`src/rtl/ysyx_24100006_axi_pkg.sv`:
```
// Shared types and constants for the two-master AXI arbiter.
package ysyx_24100006_axi_pkg;
  typedef enum logic [1:0] {
    IDLE   = 2'd0,
    IFU_RD = 2'd1,
    LSU_RD = 2'd2,
    LSU_WR = 2'd3
  } arb_state_t;

  localparam logic [1:0] AXI_RESP_OKAY   = 2'b00;
  localparam logic [1:0] AXI_RESP_SLVERR = 2'b10;

  localparam logic MID_IFU = 1'b0;
  localparam logic MID_LSU = 1'b1;
endpackage

```
`src/rtl/ysyx_24100006_arb_pick.sv`:
```
// Combinational winner selection. YSYX_24100006_ARB_RR_EN selects round-robin
// between IFU and LSU; otherwise the LSU always beats the IFU.
module ysyx_24100006_arb_pick
  import ysyx_24100006_axi_pkg::*;
(
  input  logic       ifu_req_i,
  input  logic       lsu_rd_req_i,
  input  logic       lsu_wr_req_i,
`ifdef YSYX_24100006_ARB_RR_EN
  input  logic       rr_last_i,
`endif
  output arb_state_t grant_o
);
  logic lsu_req, lsu_win;

  assign lsu_req = lsu_rd_req_i | lsu_wr_req_i;
`ifdef YSYX_24100006_ARB_RR_EN
  // On contention the master that did not win last time goes first.
  assign lsu_win = lsu_req & (~ifu_req_i | (rr_last_i == MID_IFU));
`else
  assign lsu_win = lsu_req;
`endif

  always_comb begin
    grant_o = IDLE;
    if (lsu_win)        grant_o = lsu_wr_req_i ? LSU_WR : LSU_RD;
    else if (ifu_req_i) grant_o = IFU_RD;
  end
endmodule

```
`src/rtl/ysyx_24100006_axi_arbiter.sv`:
```
// Two-master (IFU read, LSU read/write) to one-slave AXI arbiter. Whole-transaction
// ownership; routing is combinational. Optional YSYX_24100006_ARB_RR_EN: round-robin.
module ysyx_24100006_axi_arbiter
  import ysyx_24100006_axi_pkg::*;
#(
  parameter int ADDR_W = 32,
  parameter int DATA_W = 32
) (
  input  logic                clk,
  input  logic                reset,
  input  logic [ADDR_W-1:0]   ifu_araddr,
  input  logic [7:0]          ifu_arlen,
  input  logic [2:0]          ifu_arsize,
  input  logic                ifu_arvalid,
  output logic                ifu_arready,
  output logic [DATA_W-1:0]   ifu_rdata,
  output logic [1:0]          ifu_rresp,
  output logic                ifu_rlast,
  output logic                ifu_rvalid,
  input  logic                ifu_rready,
  input  logic [ADDR_W-1:0]   lsu_araddr,
  input  logic [7:0]          lsu_arlen,
  input  logic [2:0]          lsu_arsize,
  input  logic                lsu_arvalid,
  output logic                lsu_arready,
  output logic [DATA_W-1:0]   lsu_rdata,
  output logic [1:0]          lsu_rresp,
  output logic                lsu_rlast,
  output logic                lsu_rvalid,
  input  logic                lsu_rready,
  input  logic [ADDR_W-1:0]   lsu_awaddr,
  input  logic [7:0]          lsu_awlen,
  input  logic [2:0]          lsu_awsize,
  input  logic                lsu_awvalid,
  output logic                lsu_awready,
  input  logic [DATA_W-1:0]   lsu_wdata,
  input  logic [DATA_W/8-1:0] lsu_wstrb,
  input  logic                lsu_wlast,
  input  logic                lsu_wvalid,
  output logic                lsu_wready,
  output logic [1:0]          lsu_bresp,
  output logic                lsu_bvalid,
  input  logic                lsu_bready,
  output logic [ADDR_W-1:0]   mem_araddr,
  output logic [7:0]          mem_arlen,
  output logic [2:0]          mem_arsize,
  output logic                mem_arvalid,
  input  logic                mem_arready,
  input  logic [DATA_W-1:0]   mem_rdata,
  input  logic [1:0]          mem_rresp,
  input  logic                mem_rlast,
  input  logic                mem_rvalid,
  output logic                mem_rready,
  output logic [ADDR_W-1:0]   mem_awaddr,
  output logic [7:0]          mem_awlen,
  output logic [2:0]          mem_awsize,
  output logic                mem_awvalid,
  input  logic                mem_awready,
  output logic [DATA_W-1:0]   mem_wdata,
  output logic [DATA_W/8-1:0] mem_wstrb,
  output logic                mem_wlast,
  output logic                mem_wvalid,
  input  logic                mem_wready,
  input  logic [1:0]          mem_bresp,
  input  logic                mem_bvalid,
  output logic                mem_bready
);
  arb_state_t state_q, grant;
  logic       own_ifu, own_lrd, own_lwr;

`ifdef YSYX_24100006_ARB_RR_EN
  logic rr_last_q;
`endif

  ysyx_24100006_arb_pick u_pick (
    .ifu_req_i    (ifu_arvalid),
    .lsu_rd_req_i (lsu_arvalid),
    .lsu_wr_req_i (lsu_awvalid & lsu_wvalid),
`ifdef YSYX_24100006_ARB_RR_EN
    .rr_last_i    (rr_last_q),
`endif
    .grant_o      (grant)
  );

  // The final handshake returns to IDLE; the next winner is picked one edge later.
  always_ff @(posedge clk or negedge reset) begin
    if (!reset) begin
      state_q   <= IDLE;
`ifdef YSYX_24100006_ARB_RR_EN
      rr_last_q <= MID_IFU;
`endif
    end else begin
      case (state_q)
        IDLE: begin
          state_q <= grant;
`ifdef YSYX_24100006_ARB_RR_EN
          if (grant != IDLE) rr_last_q <= (grant == IFU_RD) ? MID_IFU : MID_LSU;
`endif
        end
        IFU_RD, LSU_RD: if (mem_rvalid && mem_rready && mem_rlast) state_q <= IDLE;
        LSU_WR:         if (mem_bvalid && mem_bready) state_q <= IDLE;
        default:        state_q <= IDLE;
      endcase
    end
  end

  assign own_ifu = (state_q == IFU_RD);
  assign own_lrd = (state_q == LSU_RD);
  assign own_lwr = (state_q == LSU_WR);

  assign mem_araddr  = own_lrd ? lsu_araddr : ifu_araddr;
  assign mem_arlen   = own_lrd ? lsu_arlen  : ifu_arlen;
  assign mem_arsize  = own_lrd ? lsu_arsize : ifu_arsize;
  assign mem_arvalid = (own_ifu & ifu_arvalid) | (own_lrd & lsu_arvalid);
  assign mem_rready  = (own_ifu & ifu_rready)  | (own_lrd & lsu_rready);

  assign ifu_arready = own_ifu & mem_arready;
  assign ifu_rvalid  = own_ifu & mem_rvalid;
  assign ifu_rdata   = own_ifu ? mem_rdata : '0;
  assign ifu_rresp   = own_ifu ? mem_rresp : AXI_RESP_OKAY;
  assign ifu_rlast   = own_ifu & mem_rlast;

  assign lsu_arready = own_lrd & mem_arready;
  assign lsu_rvalid  = own_lrd & mem_rvalid;
  assign lsu_rdata   = own_lrd ? mem_rdata : '0;
  assign lsu_rresp   = own_lrd ? mem_rresp : AXI_RESP_OKAY;
  assign lsu_rlast   = own_lrd & mem_rlast;

  assign mem_awaddr  = lsu_awaddr;
  assign mem_awlen   = lsu_awlen;
  assign mem_awsize  = lsu_awsize;
  assign mem_wdata   = lsu_wdata;
  assign mem_wstrb   = lsu_wstrb;
  assign mem_wlast   = lsu_wlast;
  assign mem_awvalid = own_lwr & lsu_awvalid;
  assign mem_wvalid  = own_lwr & lsu_wvalid;
  assign mem_bready  = own_lwr & lsu_bready;

  assign lsu_awready = own_lwr & mem_awready;
  assign lsu_wready  = own_lwr & mem_wready;
  assign lsu_bvalid  = own_lwr & mem_bvalid;
  assign lsu_bresp   = own_lwr ? mem_bresp : AXI_RESP_OKAY;
endmodule

```
`config.mk`:
```
export PLATFORM = sky130hd
export DESIGN_NAME = ysyx_24100006_axi_arbiter
export DESIGN_NICKNAME = d
export VERILOG_FILES = /design/src/rtl/ysyx_24100006_axi_pkg.sv /design/src/rtl/ysyx_24100006_arb_pick.sv /design/src/rtl/ysyx_24100006_axi_arbiter.sv
export SDC_FILE = /design/constraint.sdc
export NUM_CORES = 1
export LEC_CHECK = 0
export CAP_MARGIN = 40
export CORE_AREA = 5 5 161 163
export DETAILED_ROUTE_END_ITERATION = 16
export DIE_AREA = 0 0 166 168
export SLEW_MARGIN = 20
export SYNTH_ARGS = -nofsm -noshare
export SYNTH_HDL_FRONTEND = slang
export SYNTH_SLANG_ARGS = --single-unit
export TNS_END_PERCENT = 5
```
`constraint.sdc`:
```
create_clock -name clk -period 2.9 [get_ports clk]
set_input_delay 0.725 -clock clk [delete_from_list [all_inputs] [get_ports clk]]
set_output_delay 0.725 -clock clk [all_outputs]
set_load 0.02 [all_outputs]
```
# Word-level counts from Yosys, hierarchy flattened
# Cells that the tools add are included.
# op_classes
n_eq_ne	5
muxes	14
bitwise_logic	20
n_reduce_logical	6
# op_table
cell	count
two-way mux 32 bit	3
bitwise AND 1 bit	17
two-way mux 2 bit	6
two-way mux 8 bit	1
one-hot mux 2 bit (3 select lines)	1
== test 2 bit, second input constant	2
logical AND 1 bit	3
two-way mux 3 bit	1
OR 1 bit	3
== test 2 x 1 -> 1 bit, second input constant	1
zero test 2 bit	1
two-way mux 1 bit	2
inequality test 2 x 1 -> 1 bit, second input constant	1
inequality test 2 bit, second input constant	1
AND reduction 2 bit	1
OR reduction 2 bit	1
# totals
register_bits	2
in_bits	217
word_cells	46

# Longest topological paths before layout
# Gate-level depths: netlist of the first run.
# depth
depth_word	7
mapped_depth	6

# Modules after synthesis
# A second synthesis of the first run with hierarchy kept.
# hier_totals
hier_cells	241
area_unflattened_um2	1874.3
# modules_own_cells
module	instances	cells_each	area_per_inst_um2
ysyx_24100006_axi_arbiter	1	237	1849.3
ysyx_24100006_arb_pick	1	4	25.0

# Worst setup path after synthesis of the first run
# OpenSTA, ideal clock, no wires.
# synth_timing
kind	reg-to-output
start	reg state_q[0]
end	out mem_araddr[0]
arrival_ns	1.355
required_ns	2.175
setup_slack_ns	0.820
stages_incl_launch_ff	6
cell_sequence	dfrtp_1 > inv_1 > ha_1 > buf_4 > buf_2 > mux2_2
# synth_between
elab_chain_cells	2
# synth_lines
item	line	rtl
start, declared	ysyx_24100006_axi_arbiter.sv:68	arb_state_t state_q, grant;
start signal, assigned	ysyx_24100006_axi_arbiter.sv:95	state_q <= grant;
== test 2 bit	ysyx_24100006_axi_arbiter.sv:108	assign own_lrd = (state_q == LSU_RD);
two-way mux 32 bit	ysyx_24100006_axi_arbiter.sv:111	assign mem_araddr = own_lrd ? lsu_araddr : ifu_araddr;
end, declared	ysyx_24100006_axi_arbiter.sv:44	output logic [ADDR_W-1:0] mem_araddr,
# Every way passes these cells.

# Final worst setup path of the first run
# layout_timing
start	reg state_q[0]
end	out mem_araddr[19]
# The elaborated chain is that of the path after synthesis.

==> key figures, run 1 <==
Finish
  – Layout cells sized above 1: 0.148
  – Number of flip-flops in the largest register: 2
  – Layout net count: about 640
  – Largest register by flop count: state_q
  – Growth of design area from synthesis to finish: 138%
  – Final cell count without fillers: about 740
  – Largest regs: state_q x2

Setup path
  – CP Launch Type: register
  – Setup CP Type: register to output pin
  – Crit. End Element: output pin
  – Arr. time, crit path: approximately 2.1 ns
  – Worst EP required: ~2.2 ns
  – Max Fanout on Critical Path: 25

Floorplanning
  – Std-Cell Core Area: between 0.02 and 0.025 mm2
  – Starting Density: 0.0769
  – Die Height: 168 um
  – IO Pins: approximately 420
  – DIE AREA: between 0.02 and 0.03 mm2
  – Die Width: between 150 and 200 um
  – Num rows: between 50 and 60

Global route
  – First-pass GRT wire length: about 18000 um
  – Largest net degree at the start of global routing: 34
  – GRT Util Overall: 0.0849
  – Initial antenna violation count: 1
  – Vias in the first global route: about 2500
  – Gr ovfl total: 0

Logic synthesis
  – Sequential cell area fraction in the yosys report: 0.0269
  – Post-synthesis adder-cell area fraction: 0.0269
  – Yosys cell types: 16
  – Post-synthesis simple-gate area fraction: 0.285
  – Post-synth EDFFs: 0
  – Commonest cells in the netlist: and2_1, buf_4, mux2_2, clkbuf_1, buf_2
  – Area contributors post-synth: buf_4, and2_1, mux2_2, dfrtp_1, ha_1
  – Top-count cell post-synth: and2_1
  – Synth top area share: 0.327
  – Ys async rst share: 1.00
  – Mux share of post-synthesis cell area: 0.271
  – Largest family of logic cells by synthesized area: buffers and inverters
  – Complex-gate fraction of the synthesized area: 0.0290
  – Post-Syn Instances: about 240
  – Mapped Nets: 459
  – Most used DFF post-synth: dfrtp_1
  – Synth warn: 0
  – Post-Synth XOR/XNOR Area: 0
  – #FFs+latches synth: 2
  – Mapped Area: ~0.0019 mm2
  – Synthesized area per cell: 7.81 um2
  – Largest area contributor in the netlist: buf_4

Routing
  – Post-DRT Antenna Nets: 0
  – Initial DRC count: 29
  – Via/cell ratio: roughly 3.1
  – 1st-pass router iterations: 4
  – Routed len/inst: 17.4 um
  – DRC violations left: 0
  – Via count: ~2300
  – Detailed Route WL: around 13000 um

Placement
  – HPWL Detailed: 11700 um
  – Cells after DPL: 740
  – # port buffers: between 200 and 300
  – Gpl congestion: approximately 0.85

STA
  – Fin Hold WS: around 0.66 ns
  – Final count of pins violating max slew: 0
  – Worst-Margin Slew: ~0.4 ns
  – RSZ-0062 raised after global routing: true
  – Final hold viol count: 0
  – Final worst path period need: approximately 2.8 ns
  – Final setup vio count: 0
  – Fmax achieved: roughly 360 MHz
  – Fin crit share: 0.965
  – Max-slew headroom: 0.725
  – Skew final: 0.00225 ns
  – Fin Setup TNS: 0 ns

Clock network
  – CTS root buf: clkbuf_16
  – Clock latency on the worst-skew pair: 0.22 ns
  – Num CTS Buffers: 3
  – Clock Sink Count: 2
  – H-Tree Depth: 1
  – Clock buffer depth: 2
  – CTS tree: done
  – Postcts setup bufs: 0
  – CTS hold repair buffers: 0
  – Clk pin slew, worst setup/hold paths: about 0.030 ns
  – Post-CTS resize count: 0

Hold path
  – HP Class: register to register

Pwr
  – Leak Pwr: ~1.7 nW
  – Pwr dens: around 630 mW/mm2
  – Worst vdd ir: between 200 and 250 uV
  – Overall power: 2.79 mW

Outcome
  – Status: complete, no violations

Run
  – Max Cap Viol: 0
## layout by cell type, fill, tap and decap left out, drive strengths merged
| cell | instances |
|---|---|
| mux2i | 2 |
| o21ai | 2 |
| a21boi | 1 |
| mux2 | 43 |
| a221oi | 1 |
| dlymetal6s2s | 12 |
| a22o | 1 |
| inv | 3 |
| ha | 4 |
| buf | 13 |
| nor2b | 1 |
| dfrtp | 2 |
| clkdlybuf4s50 | 246 |
| a22oi | 1 |
| nand2 | 1 |
| diode | 1 |
| clkbuf | 3 |
| and2 | 83 |
## worst max-delay path: stages (launching register included)
cell	delay (ns)
dfrtp_1	0.39
inv_1	0.15
ha_4	0.21
buf_12	0.18
mux2_2	0.36
clkdlybuf4s50_1	0.54
## cell type report
type	instances	area, um2
clock buffers	3	75.1
multi-input cells	140	1150
fillers	2682	19800
diodes	1	2.50
repair buffers	271	2730
inverters	3	11.3
flip-flops and latches	2	50.0
well taps	324	405
## stage by stage
step / utilization / setup WS [ns] / area (um2)
after global placement: 0.178 / 0.151 / 4310
after global routing: 0.183 / -0.00786 / 4420
final: 0.183 / 0.101 / 4420
after floorplan: - / 0.820 / 1860
after detailed placement: 0.178 / 0.155 / 4310
after CTS: 0.181 / 0.0113 / 4380
## logic make-up (layout without fill, tap and decap cells)
kind of cell / after synthesis / after routing
compound gates: 6 / 6
fa+ha+maj: 4 / 4
buf+inv: 96 / 277
flops: 2 / 2
mux: 45 / 45
other cells: 0 / 1
simple gates: 85 / 85
## path summary, 6_finish.rpt
check                                             from                endpoint  slack (ns)  depth (start not counted)
worst min register to register  state_q[0]$_DFFE_PN0P_  state_q[0]$_DFFE_PN0P_        0.66                          2
worst min-delay path            state_q[0]$_DFFE_PN0P_  state_q[0]$_DFFE_PN0P_        0.66                          2
worst max-delay path            state_q[0]$_DFFE_PN0P_          mem_araddr[19]        0.10                          5
worst max register to register  state_q[0]$_DFFE_PN0P_  state_q[1]$_DFFE_PN0P_        0.90                          7
max in group asynchronous                        reset  state_q[0]$_DFFE_PN0P_        2.11                          1
min in group asynchronous                        reset  state_q[1]$_DFFE_PN0P_        0.67                          1
## power by group
group	internal [mW]	switching (mW)
sequential	0.0408	0.0124
combinational	1.30	1.23
clock	0.175	0.0300
total	1.52	1.27
## layer usage
layer | vias to the layer above | routed length (um) | track usage
li1 | 1041 | - | -
met1 | 986 | 4380 | 0.0811
met2 | 249 | 6000 | 0.145
met3 | 18 | 2190 | 0.0607
met4 | 2 | 317 | 0.0258
met5 | - | 25 | 0.00696
Note: power is estimated with default switching activity, not from simulation.
==> run 2: changes to the inputs <==
CTS_BUF_LIST = sky130_fd_sc_hd__clkbuf_4   (was default)
==> run 2 against run 1 <==
Highest routed layer unchanged. Critical endpoint is now mem_araddr[1]. Sequential cell count unchanged. Largest cell class unchanged. Critical path type unchanged. Hold slack got worse by 0.0045 ns. Clock skew decreased by 0.00067 ns.
==> key figures, run 2 (synthesized netlist as in run 1, its figures left out) <==
Routing
  – Detailed Route WL: between 10000 and 15000 um
  – Routed len/inst: 17.4 um
  – Via count: around 2300
  – Initial DRC count: 56
  – DRC violations left: 0
  – Via/cell ratio: between 3 and 4
  – 1st-pass router iterations: 3
  – Post-DRT Antenna Nets: 0

STA
  – Final hold viol count: 0
  – Final count of pins violating max slew: 0
  – Max-slew headroom: 0.733
  – Fin Setup TNS: 0 ns
  – RSZ-0062 raised after global routing: true
  – Fin crit share: 0.964
  – Fmax achieved: between 300 and 400 MHz
  – Skew final: roughly 0.0016 ns
  – Final worst path period need: about 2.8 ns
  – Final setup vio count: 0
  – Worst-Margin Slew: ~0.4 ns

Floorplanning
  – Starting Density: 0.0769
  – DIE AREA: 0.0279 mm2
  – IO Pins: roughly 420
  – Die Height: between 150 and 200 um
  – Die Width: ~170 um
  – Num rows: 57
  – Std-Cell Core Area: roughly 0.024 mm2

Pwr
  – Clock share of power: 0.023
  – P_sw: between 1 and 1.5 mW
  – Worst vdd ir: around 200 uV
  – Internal power: about 1.4 mW
  – Comb power frac: 0.957
  – Overall power: roughly 2.6 mW
  – Pwr dens: approximately 600 mW/mm2
  – Register share of total power: 0.020
  – Switching Share: 0.475
  – Leak Pwr: 1.79 nW

Finish
  – Layout net count: 642
  – Commonest non-fill, non-tap cell in the layout: clkdlybuf4s50_1
  – Number of fill cells: ~2700
  – Final cell count without fillers: 744
  – Most frequent cells in the layout: clkdlybuf4s50_1, and2_1, mux2_2, dlymetal6s2s_1, buf_4
  – Number of flip-flops in the largest register: 2
  – Sequential Area: between 50 and 60 um2
  – Area of the multi-input gates: 0.00115 mm2
  – Growth of design area from synthesis to finish: 137%
  – Layout cells sized above 1: 0.148
  – Largest register by flop count: state_q
  – Largest regs: state_q x2

Setup path
  – FF-to-FF Start: state_q[0]$_DFFE_PN0P_
  – Worst EP required: roughly 2.2 ns
  – Setup CP Type: register to output pin
  – CP Launch Type: register
  – Crit. End Element: output pin
  – Crit path from: state_q[0]$_DFFE_PN0P_
  – Max Fanout on Critical Path: 25
  – Arr. time, crit path: 2.07 ns

Global route
  – Gr ovfl total: 0
  – Largest net degree at the start of global routing: 34
  – Initial antenna violation count: 1
  – First-pass GRT wire length: about 18000 um
  – GRT Util Overall: 0.0845
  – Vias in the first global route: approximately 2500

Clock network
  – CTS root buf: clkbuf_4
  – Postcts setup bufs: 0
  – H-Tree Depth: 1
  – Clock Sink Count: 2
  – CTS tree: done
  – Clock latency on the worst-skew pair: roughly 0.22 ns
  – Clk pin slew, worst setup/hold paths: 0.03 ns
  – Num CTS Buffers: 3
  – Clock buffer depth: 2
  – CTS hold repair buffers: 0

Placement
  – Cells after DPL: between 700 and 800
  – # port buffers: between 200 and 300
  – HPWL Detailed: 11700 um
  – Gpl congestion: around 0.85

Outcome
  – Status: complete, no violations

Hold path
  – HP Class: register to register
  – Hold Startpoint: state_q[0]$_DFFE_PN0P_

Run
  – Max Cap Viol: 0
[run 2: worst paths after layout]
check	to	depth (start not counted)	slack, ns
max	mem_araddr[1]	5	0.11
min	state_q[0]$_DFFE_PN0P_	2	0.65
max reg2reg	state_q[1]$_DFFE_PN0P_	7	0.95
min reg2reg	state_q[0]$_DFFE_PN0P_	2	0.65
max in group asynchronous	state_q[0]$_DFFE_PN0P_	1	2.11
min in group asynchronous	state_q[1]$_DFFE_PN0P_	1	0.67
[run 2: metrics by stage]
stage	utilization	setup WS [ns]	cell area (um2)	hold WS, ns
floorplan	-	0.820	1860	0.429
global placement	0.178	0.151	4310	0.644
detailed placement	0.178	0.155	4310	0.652
CTS	0.179	0.00761	4340	0.657
global route	0.182	-0.00711	4400	0.667
finish	0.182	0.105	4400	0.653
[run 2: metal layers]
metal | track usage | vias up | part of all wire
met2 | 0.145 | 245 | 0.47
li1 | - | 1042 | -
met5 | 0.00696 | - | 0.0019
met3 | 0.0607 | 18 | 0.17
met1 | 0.0811 | 994 | 0.34
met4 | 0.0226 | 2 | 0.023
[run 2: worst max-delay path, cell delays in order (launching register included)]
cell,delay [ns]
dfrtp_1,0.39
inv_1,0.15
ha_4,0.22
buf_12,0.18
mux2_2,0.35
clkdlybuf4s50_1,0.54
[run 2: power groups by stage]
stage	clock network, mW	registers (mW)	logic [mW]
global placement	0	0.0528	2.56
CTS	0.0653	0.0533	2.58
detailed placement	0	0.0534	2.56
finish	0.0612	0.0532	2.52
global route	0.0695	0.0561	2.68
floorplan	0	0.0485	1.43
[run 2: area by class of cell]
type,count,area share
timing repair buffer,271,0.627
antenna,1,0.000568
inverter,3,0.00256
sequential,2,0.0114
clock buffer,3,0.00511
tap,324,0.0920
multi-input combinational,140,0.261
[run 2: timing repair]
item	4_1_cts	5_1_grt
gates cloned	0	0
endpoints found under the setup margin	1	32
gates resized for setup	1	26
==> run 3: changes to the inputs <==
GPL_ROUTABILITY_DRIVEN = 0   (was default)
==> results of run 3 <==
Final layout, timing and power as in run 2 (identical DEF).
